File: src/rtl/logic_op_sequencer.sv
// logic_op_sequencer
//   Control and accumulator stage feeding a bank of 8-bit gated logic units
//   (OR/AND/XOR). Commands arrive over a valid/ready handshake. Each one takes
//   three cycles: IDLE (accept), EXEC (one unit enabled, result bus sampled)
//   and WB (accumulator written, done/err raised for the following cycle).
//
// Ports
//   clk, rst    rising-edge clock, synchronous active-high reset
//   cmd_valid   command present
//   cmd_ready   sequencer idle and able to accept a command
//   cmd_op      0 NOP, 1 LOAD, 2 OR, 3 AND, 4 XOR, 5 CLR, 6-7 illegal
//   cmd_data    operand
//   unit_in     registered operand, goes to IN of every logic unit
//   unit_sv     accumulator, goes to SV of every logic unit
//   unit_en     one-hot unit enable, [0] OR, [1] AND, [2] XOR, only in EXEC
//   unit_bus    OR of all logic-unit outputs (disabled units drive 0)
//   acc         accumulator
//   zero        acc == 0
//   done        one-cycle pulse, command retired
//   err         one-cycle pulse together with done, illegal opcode retired
module logic_op_sequencer #(
  parameter int unsigned      WIDTH     = 8,
  parameter logic [WIDTH-1:0] ACC_RESET = '0
) (
  input  logic             clk,
  input  logic             rst,
  input  logic             cmd_valid,
  output logic             cmd_ready,
  input  logic [2:0]       cmd_op,
  input  logic [WIDTH-1:0] cmd_data,
  output logic [WIDTH-1:0] unit_in,
  output logic [WIDTH-1:0] unit_sv,
  output logic [2:0]       unit_en,
  input  logic [WIDTH-1:0] unit_bus,
  output logic [WIDTH-1:0] acc,
  output logic             zero,
  output logic             done,
  output logic             err
);

  typedef enum logic [1:0] {
    IDLE = 2'd0,
    EXEC = 2'd1,
    WB   = 2'd2
  } state_e;

  typedef enum logic [2:0] {
    OP_NOP  = 3'd0,
    OP_LOAD = 3'd1,
    OP_OR   = 3'd2,
    OP_AND  = 3'd3,
    OP_XOR  = 3'd4,
    OP_CLR  = 3'd5
  } op_e;

  state_e           state, state_n;
  logic [2:0]       op_q;
  logic [WIDTH-1:0] data_q;
  logic [WIDTH-1:0] res_q;

  // State register
  always_ff @(posedge clk) begin
    if (rst) begin
      state <= IDLE;
    end else begin
      state <= state_n;
    end
  end

  // Next-state logic
  always_comb begin
    state_n = state;
    unique case (state)
      IDLE:    if (cmd_valid) state_n = EXEC;
      EXEC:    state_n = WB;
      WB:      state_n = IDLE;
      default: state_n = IDLE;
    endcase
  end

  // Output decode: a unit is enabled only while its op is executing
  always_comb begin
    unit_en = '0;
    if (state == EXEC) begin
      case (op_q)
        OP_OR:   unit_en = 3'b001;
        OP_AND:  unit_en = 3'b010;
        OP_XOR:  unit_en = 3'b100;
        default: unit_en = 3'b000;
      endcase
    end
  end

  // Datapath registers
  always_ff @(posedge clk) begin
    if (rst) begin
      op_q   <= '0;
      data_q <= '0;
      res_q  <= '0;
      acc    <= ACC_RESET;
      done   <= 1'b0;
      err    <= 1'b0;
    end else begin
      done <= 1'b0;
      err  <= 1'b0;
      case (state)
        IDLE: begin
          if (cmd_valid) begin
            op_q   <= cmd_op;
            data_q <= cmd_data;
          end
        end
        EXEC: begin
          res_q <= unit_bus;
        end
        WB: begin
          case (op_q)
            OP_LOAD:                acc <= data_q;
            OP_OR, OP_AND, OP_XOR:  acc <= res_q;
            OP_CLR:                 acc <= ACC_RESET;
            default:                acc <= acc;
          endcase
          done <= 1'b1;
          err  <= (op_q > 3'd5);
        end
        default: ;
      endcase
    end
  end

  assign cmd_ready = (state == IDLE);
  assign unit_in   = data_q;
  assign unit_sv   = acc;
  assign zero      = (acc == '0);

endmodule

File: config.mk
export PLATFORM = sky130hd
export DESIGN_NAME = logic_op_sequencer
export DESIGN_NICKNAME = d
export VERILOG_FILES = /design/src/rtl/logic_op_sequencer.sv
export SDC_FILE = /design/constraint.sdc
export NUM_CORES = 1
export LEC_CHECK = 0
export ABC_CLOCK_PERIOD_IN_PS = 1600
export CORE_MARGIN = 3
export CORE_UTILIZATION = 38
export DETAILED_ROUTE_END_ITERATION = 8
export PLACE_DENSITY_LB_ADDON = 0.25
export SYNTH_ARGS = -nofsm -noshare
export SYNTH_HDL_FRONTEND = slang
export SYNTH_SLANG_ARGS = --single-unit
File: constraint.sdc
create_clock -name clk -period 1.6 [get_ports clk]
set_clock_uncertainty 0.05 [all_clocks]
set_input_delay 0.32 -clock clk [delete_from_list [all_inputs] [get_ports clk]]
set_output_delay 0.32 -clock clk [all_outputs]
set_load 0.02 [all_outputs]
==> impl_metrics.tcl <==
set metrics [dict create \
    violations "setup timing" \
    rows 20 \
    startpoint_type "flip-flop" \
    grt_pass1_wl_um 5710 \
    r2r-start "op_q[2]" \
    die_w_um 65.2 \
    maxSlewViolCount 0 \
    r2r_slack_ps 90 \
    fillers 315 \
    critPathMaxFanout 2 \
    antenna_left 0 \
    die_h_um 65.2 \
    post-route-drc-count 0 \
    cp-end-kind "output port" \
    netlist-cell-type-count 23 \
    fin_crit_sh_pct 111 \
    hold_path_class "reg -> reg" \
    antennaDiodeCount 0 \
    syn2layout_area_growth_pct 52.3 \
    hold_viol_final 0 \
    cp_cell_sequence "or4_1, nor2_1, buf_4" \
    antenna_found_initial 0 \
    htree_levels 2 \
    start_util_pct 41.5 \
    max_cap_viol_count 0 \
    cts-root-buf "clkbuf_4" \
    placed_cells 251 \
    p_total_mw 1.58 \
    ys_async_sr_fraction_pct 0 \
    dp_hpwl_um 2720 \
    ys_ff_latch 31 \
    rsz0062_at_grt "true" \
    critPathMaxStageDelay_ps 520 \
    clock_latency_ps 330 \
    min_to "res_q[0]" \
    fin_nets 236 \
    synth-compound-area-share_pct 15.5 \
    ys.flop_type "dfxtp_1" \
    register_area_um2 628 \
    synthesis.nets 172 \
    synth_area_leaders "dfxtp_1 47%, mux2i_1 8.3%, nand2_1 7.3%, a311oi_1 4.6%, buf_4 4.5%" \
    first_pass_iters 4 \
    multiInputGateArea_um2 636 \
    synth-simple-area-share_pct 20.3 \
    grt_overflow_total 0 \
    via_count 1305 \
    hold_path_depth 2 \
    ys_warn_count 0 \
    first_iter_violations 64 \
    synthAdderAreaFrac_pct 0 \
    critPathRequiredTime_ps 1230 \
    synth_top_family_by_area "simple AND/OR/NAND/NOR gates" \
    viasPerCell 5.08 \
    grtUsageTotal_pct 17.6 \
    yosys.area.top_type "dfxtp_1" \
    die_area_mm2 0.00425 \
    fmax_mhz 561 \
    cts_buffer_depth 2 \
    crit_arrival_ps 1410 \
    clkSinkCount 31 \
    fin_util_pct 63.2 \
    p_per_area_mw_per_mm2 781 \
    clk_pin_slew_ps 90 \
    synth-xor-area-share_pct 0.659 \
    power.static_leakage_nw 0.902 \
    tightestPinTransition_ps 343 \
    postSynthCellCount 150 \
    fin_cells 257 \
    r2r_cells 4 \
    min_from "res_q[0]" \
    grt_max_degree 32 \
    synth_top_area_share_pct 46.7 \
    synth_mux_area_share_pct 8.28 \
    port_buffers 52 \
    status "finished, violations left" \
    r2r_end "acc[5]" \
    syn_area_mm2 0.00133 \
    cts_tree "built" \
    synth_edf_count 0 \
    fin_ws_ps -182 \
    grt_pass1_vias 1260 \
    finalCriticalPeriod_ps 1780 \
    routed_wl_um 3600 \
    io_pins 53 \
    gp_congestion 0.842 \
    seq_area_frac_synth_pct 46.7 \
    post_cts_buffers 0 \
    pre_cts_ws_ps -282 \
    wl_per_cell_um 14.0 \
    syn_avg_cell_area_um2 8.87 \
    worst-setup-path-type "reg -> out" \
    layout-drive-gt1-share_pct 21.1 \
    critPathSlowestCell "or4_1" \
    ir_worst_vdd_mv 0.459 \
    core-area_mm2 0.00320 \
    tns_ps -182 \
    cts_inserted_buffers 5 \
    finalSetupViolCount 1 \
    slew-limit-headroom_pct 77.1 \
]
where the power goes:
| part | leakage [nW] | switching, mW | internal (mW) |
|---|---|---|---|
| clock network | 0.0242 | 0.238 | 0.156 |
| registers | 0.254 | 0.0277 | 0.807 |
| logic | 0.624 | 0.172 | 0.182 |
critical path: cells and delay by family, from the launching register on:
kind,cells,cell delay [ps]
simple gates,2,620
flops,1,320
buf+inv,1,140
layer usage:
layer,part of all wire [%],vias up,GRT usage (%)
li1,-,641,-
met1,40,594,20.1
met2,51,65,29.8
met3,7.9,5,5.81
met4,1.3,0,7.77
met5,0,-,0
synthesized netlist by cell type (4+ instances only):
master / number
a311oi_1: 7
a21oi_1: 8
nand2_1: 26
o21ai_0: 8
nor2b_1: 4
a31oi_1: 8
nor2_1: 16
dfxtp_1: 31
clkbuf_1: 7
buf_4: 8
mux2i_1: 11
logic make-up (layout without fill, tap and decap cells):
kind of cell / after synthesis / after routing
and+or+nand+nor: 57 / 57
AOI/OAI and AO/OA: 32 / 32
DFF: 31 / 31
buffers and inverters: 18 / 81
muxes: 11 / 11
xor gates and xnor gates: 1 / 1
cells in the final DEF (no fill, tap or decap), drive strengths merged:
cell type	Yosys	layout
a31oi	8	8
mux2i	11	11
buf	11	27
dlygate4sd2	0	26
nand2	26	26
and3	2	2
xnor2	1	1
a311oi	8	8
nor3b	2	2
nand2b	2	2
nor2	16	16
a21oi	8	8
nor2b	4	4
dfxtp	31	31
or4	2	2
nor3	1	1
clkdlybuf4s50	0	21
or3	1	1
clkbuf	7	7
o21ai	8	8
and2	1	1
stage by stage:
stage / cell area [um^2] / hold WS [ps]
2_1_floorplan: 1330 / 342
3_3_place_gp: 1980 / 395
3_5_place_dp: 1980 / 394
4_1_cts: 1980 / 406
5_1_grt: 2030 / 427
6_report: 2030 / 404
worst max path at each step:
stage / from / endpoint / slack [ps]
finish: acc[0] / zero / -180
detailed placement: acc[0] / zero / -280
floorplan: acc[4] / zero / 20
global placement: acc[4] / zero / -280
global route: acc[0] / zero / -240
CTS: acc[0] / zero / -200
timing repair:
item	in CTS	in global routing
pin swaps	0	2
resized for setup	50	14
endpoints found under the setup margin	31	6
hold buffers	0	0
registers in the layout (all words and copies together), names as in the netlist:
register / flops
acc: 8
res_q: 8
unit_in: 8
op_q: 3
state: 2
done: 1
err: 1
area by class of cell:
class	instances	area share, %
timing repair buffer	75	32.9
multi-input combinational	101	31.4
sequential	31	31.0
tap	44	2.72
clock buffer	6	2.04
Note: power is estimated with default switching activity, not from simulation.
